--- config.mk ---
export PLATFORM = sky130hd
export DESIGN_NAME = imem_loadable
export DESIGN_NICKNAME = d
export VERILOG_FILES = /design/src/rtl/imem_loadable.sv
export SDC_FILE = /design/constraint.sdc
export NUM_CORES = 2
export LEC_CHECK = 0
export CAP_MARGIN = 15
export CORE_MARGIN = 2
export CORE_UTILIZATION = 63
export CTS_CLUSTER_SIZE = 14
export DETAILED_ROUTE_END_ITERATION = 8
export PLACE_DENSITY = 0.79
export REMOVE_ABC_BUFFERS = 1
export SYNTH_ARGS = -nofsm -noshare
export SYNTH_HDL_FRONTEND = slang
export SYNTH_SLANG_ARGS = --single-unit
--- constraint.sdc ---
create_clock -name clk -period 3.5 [get_ports clk]
set_clock_uncertainty 0.1 [all_clocks]
set_input_delay 0.7 -clock clk [delete_from_list [all_inputs] [get_ports clk]]
set_output_delay 0.7 -clock clk [all_outputs]
set_load 0.005 [all_outputs]
--- src/rtl/imem_loadable.sv ---
// Loadable instruction memory: a program is streamed in over a valid/ready port, then fetched
// with 1-cycle latency. Addresses at or beyond the loaded length read back FILL_OP.
module imem_loadable #(
    parameter int unsigned    AW      = 8,
    parameter int unsigned    DW      = 16,
    parameter int unsigned    DEPTH   = 256,
    parameter logic [DW-1:0]  FILL_OP = 16'h0000
) (
    input  logic          clk,
    input  logic          rst_n,
    input  logic [AW-1:0] pc,
    input  logic          fetch_en,
    output logic [DW-1:0] op,
    output logic          op_valid,
    output logic          run,
    input  logic          ld_start,
    input  logic          ld_valid,
    output logic          ld_ready,
    input  logic [DW-1:0] ld_data,
    input  logic          ld_last,
    output logic [AW:0]   prog_len,
    output logic          ld_err
);

    localparam int unsigned IW = (DEPTH > 1) ? $clog2(DEPTH) : 1;
    localparam logic [AW:0] LAST_ADDR = (AW+1)'(DEPTH - 1);

    typedef enum logic [1:0] {
        EMPTY,
        LOAD,
        RUN
    } state_t;

    state_t        state;
    logic [DW-1:0] mem [DEPTH];
    logic          wr_en;
    logic          hit;
    logic [IW-1:0] waddr;
    logic [IW-1:0] raddr;

    // prog_len doubles as the write pointer: both advance together on every accepted word
    assign waddr = prog_len[IW-1:0];
    assign raddr = pc[IW-1:0];
    assign wr_en = (state == LOAD) && ld_valid && !ld_start;
    assign hit   = ({1'b0, pc} < prog_len);

    always_ff @(posedge clk) begin
        if (wr_en) begin
            mem[waddr] <= ld_data;
        end
    end

    always_ff @(posedge clk or negedge rst_n) begin
        if (!rst_n) begin
            state    <= EMPTY;
            op       <= FILL_OP;
            op_valid <= 1'b0;
            run      <= 1'b0;
            ld_ready <= 1'b0;
            prog_len <= '0;
            ld_err   <= 1'b0;
        end else begin
            // Read uses the pre-edge prog_len and array contents, so a same-cycle write is not forwarded
            if (fetch_en) begin
                op       <= hit ? mem[raddr] : FILL_OP;
                op_valid <= 1'b1;
            end else begin
                op_valid <= 1'b0;
            end

            case (state)
                EMPTY, RUN: begin
                    if (ld_start) begin
                        state    <= LOAD;
                        run      <= 1'b0;
                        ld_ready <= 1'b1;
                        prog_len <= '0;
                        ld_err   <= 1'b0;
                    end
                end
                LOAD: begin
                    if (ld_start) begin
                        prog_len <= '0;
                        ld_err   <= 1'b0;
                    end else if (ld_valid) begin
                        prog_len <= prog_len + 1'b1;
                        if (ld_last || prog_len == LAST_ADDR) begin
                            state    <= RUN;
                            run      <= 1'b1;
                            ld_ready <= 1'b0;
                            ld_err   <= !ld_last;
                        end
                    end
                end
                default: begin
                    state    <= EMPTY;
                    run      <= 1'b0;
                    ld_ready <= 1'b0;
                end
            endcase
        end
    end

endmodule
==> metrics.md <==
| Metric | Value |
|---|---|
| Status | `finished, violations left` |
| Failing checks | `setup timing` |
| Syn Area/Cell | `20.1 µm²` |
| Max Buffers Root-to-Sink | `4` |
| Combinational Power Share | `5.6%` |
| Largest family of logic cells by synthesized area | `multiplexers` |
| Critical Path RT | `4.30 ns` |
| Sequential Power Share | `53.9%` |
| Slowest CP cell | `nor4_2` |
| CTS tree | `done` |
| Seq/Total Area, Yosys | `77.8%` |
| Hpwl dp | `265000 µm` |
| Critical Setup Path Class | `reg -> reg` |
| H-tree depth | `5` |
| Final period utilization | `100%` |
| Asr flop ratio synth | `0.751%` |
| Vias in the first global route | `87734` |
| Die Height | `507 µm` |
| Critical path fanouts, max | `15` |
| Final nets | `8958` |
| Cell-internal power | `79.5 mW` |
| Final min period | `3.50 ns` |
| First-pass GRT wire length | `630000 µm` |
| Critical Path Max Stage Delay | `0.64 ns` |
| Adder-Cell Fraction of Synth Area | `0.0943%` |
| Area leader, netlist | `edfxtp_1` |
| Skew-Pair Late Insertion Delay | `0.97 ns` |
| Largest net degree at the start of global routing | `109` |
| Total wire length | `444000 µm` |
| WHS | `0.0658 ns` |
| Max cap viols | `0` |
| PnR worst setup slack | `-0.00297 ns` |
| DRC | `0` |
| FMAX | `285 MHz` |
| Predominant post-synthesis flop cell | `edfxtp_1` |
| Worst setup SP type | `register` |
| Post-route cell area | `185000 µm²` |
| Max-Slew Margin vs Limit | `22.6%` |
| Post-synth EDFFs | `4096` |
| Post-Synth Simple-Gate Area | `2.27%` |
| DR vias/cell | `7.01` |
| Measured slew at the worst slew-check pin | `1.16 ns` |
| CTS Root Cell | `clkbuf_16` |
| Total CTS buffers | `400` |
| Slew Viols, Final | `0` |
| Mapped cell area | `159000 µm²` |
| RSZ-0062 raised after global routing | `false` |
| WP buf/inv | `4` |
| Die width | `507 µm` |
| Clock Sink Count | `4127` |
| RePlAce Congestion | `0.921` |
| Min-delay worst type | `in -> reg` |
| Library cells used by synthesis | `58` |
| Critical path cell sequence | `inv_1 > ha_1 > a2111o_1 > a21o_1 > a41oi_1 > buf_4 > nand2_1 > buf_12 > nor4_2 > buf_4 > a221o_1` |
| Yosys reg bits | `4127` |
| Compound-cell area share of the yosys netlist | `3.97%` |
| Pre-antenna DRT Iters | `6` |
| Area growth syn-to-layout | `16.4%` |
| Gr usage total | `34.5%` |
| Final Util | `73.7%` |
| Critical path's most frequent cell | `buf_4` |
| Family with the most delay on the worst path | `compound AO/OA/AOI/OAI gates` |
| Routed vias | `88019` |
| Sw frac | `21.3%` |
| Commonest non-fill, non-tap cell in the layout | `edfxtp_1` |
| Setup crit end kind | `register` |
| FP Rows | `184` |
| Top cells by area, synth | `edfxtp_1 (77%), mux4_2 (7.3%), mux2i_1 (7.1%)` |
| Post-Place Cell Area | `173000 µm²` |
| DIE AREA | `257000 µm²` |
| Total gr overflow | `0` |
| Average wire per standard cell | `35.3 µm` |
| CTS clk-pin slew, worst paths | `0.06 ns` |
| Placed Cells incl. Taps | `11861` |
| Port-buffer cells | `58` |
| TNS Setup | `-0.00297 ns` |
| VDD IR-drop max | `621 µV` |
| Cell count after synthesis | `7910` |
| Ratio of cells with drive above 1 in the final layout | `23.1%` |
| Worst Path Arrival | `4.31 ns` |
| Layout Cells excl Fill | `12559` |
| Psw | `21.6 mW` |
| Post-Synth XOR/XNOR Area | `0.0275%` |
| Clk network pwr share | `40.5%` |
| Share of the synthesized area in the top cell type | `77.3%` |
| Pwr dens | `545 nW/µm²` |
| Initial antenna violation count | `20` |
| Commonest non-fill, non-tap cells in the layout | `edfxtp_1 (4096), mux2i_1 (1136), buf_4 (750), mux4_2 (514), a22oi_1 (458)` |
| Setup Buffers After CTS | `0` |
| Mux contribution to synthesized area | `14.4%` |
| Initial Util | `63.3%` |
| Lkg Pwr | `62.4 nW` |
| Initial DRC count | `14523` |
| Fin. Hold Viols | `0` |
| I/O Pins | `59` |
| Final setup viols | `1` |
| Detail Route Antenna Nets | `0` |
| Yosys warning total | `0` |
| Core ar. | `251000 µm²` |
==> metrics by stage <==
step	total power, mW	setup WS (ns)
6_report	101	-0.00297
5_1_grt	103	0.00113
4_1_cts	101	0.0736
3_5_place_dp	60.9	-0.854
3_3_place_gp	60.7	-0.755
2_1_floorplan	57.2	-3.15
==> state kept, by name, summed over array words and instances, names as in the netlist <==
register,flops
mem,4096
op,16
prog_len,9
state,2
ld_err,1
ld_ready,1
op_valid,1
run,1
==> cell families (layout without fill, tap and decap cells) <==
kind of cell | count (synthesis) | count (layout)
and+or+nand+nor | 760 | 760
buffers and inverters | 497 | 1789
xor gates and xnor gates | 5 | 5
muxes | 1654 | 1654
adders and majority gates | 12 | 12
AOI/OAI and AO/OA | 855 | 855
DFF | 4127 | 4127
other | 0 | 9
==> layout make-up <==
class	instances	area, µm²
Antenna cell	9	22.5
Clock buffer	503	10600
Clock inverter	185	1590
Fill cell	13183	66000
Inverter	18	67.6
Multi-Input combinational cell	3286	33400
Sequential cell	4127	124000
Tap cell	3348	4190
Timing Repair Buffer	1083	11800
==> path summary, 6_finish.rpt <==
check                                  end  cells after the start         from  slack (ns)
max in group asynchronous           op[14]                      2        rst_n        2.30
worst min register to register      ld_err                      2       ld_err        0.46
worst min-delay path            mem[34][9]                      1   ld_data[9]        0.07
worst max-delay path                op[15]                     11  prog_len[5]      -0.003
worst max register to register      op[15]                     11  prog_len[5]      -0.003
min in group asynchronous              run                      2        rst_n        0.32
==> layer usage <==
metal / global-route usage [%] / vias up / routed length [µm]
met5: 0 / - / 96
met4: 18.8 / 16 / 28800
met3: 8.03 / 1345 / 57100
met2: 54.4 / 7159 / 211000
met1: 45.3 / 44743 / 147000
li1: - / 34756 / -
==> Yosys cell counts, drive strengths merged (27+ instances only) <==
library cell  instances
a21oi                74
a221o                27
a221oi               87
a22o                 31
a22oi               458
a31oi                28
buf                 269
clkbuf              210
dfrtp                31
edfxtp             4096
mux2i              1136
mux4                514
nand2               113
nand3                97
nand4                80
nor2                313
nor2b                36
nor3                 38
o21ai                37
o22ai                48
==> timing repair <==
action                                  4_1_cts  5_1_grt
gates resized for setup                       7        2
gates cloned                                  0        0
hold buffers                                  1        0
hold endpoints to repair                     31        0
endpoints found under the setup margin        7        2
==> power groups by stage <==
stage               logic, mW  registers, mW  clock network (mW)
finish                   5.64           54.5                41.0
global route             5.74           54.4                42.8
CTS                      5.48           54.5                41.1
detailed placement       5.39           55.5                   0
global placement         5.22           55.5                   0
floorplan                1.78           55.5                   0
==> worst register-to-register path, stage by stage (launching register included) <==
cell and delay [ns]:
dfrtp_1 0.48, inv_1 0.14, ha_1 0.31, a2111o_1 0.37
a21o_1 0.18, a41oi_1 0.34, buf_4 0.23, nand2_1 0.10
buf_12 0.18, nor4_2 0.66, buf_4 0.24, a221o_1 0.11
(Power assumes the default switching activity.)
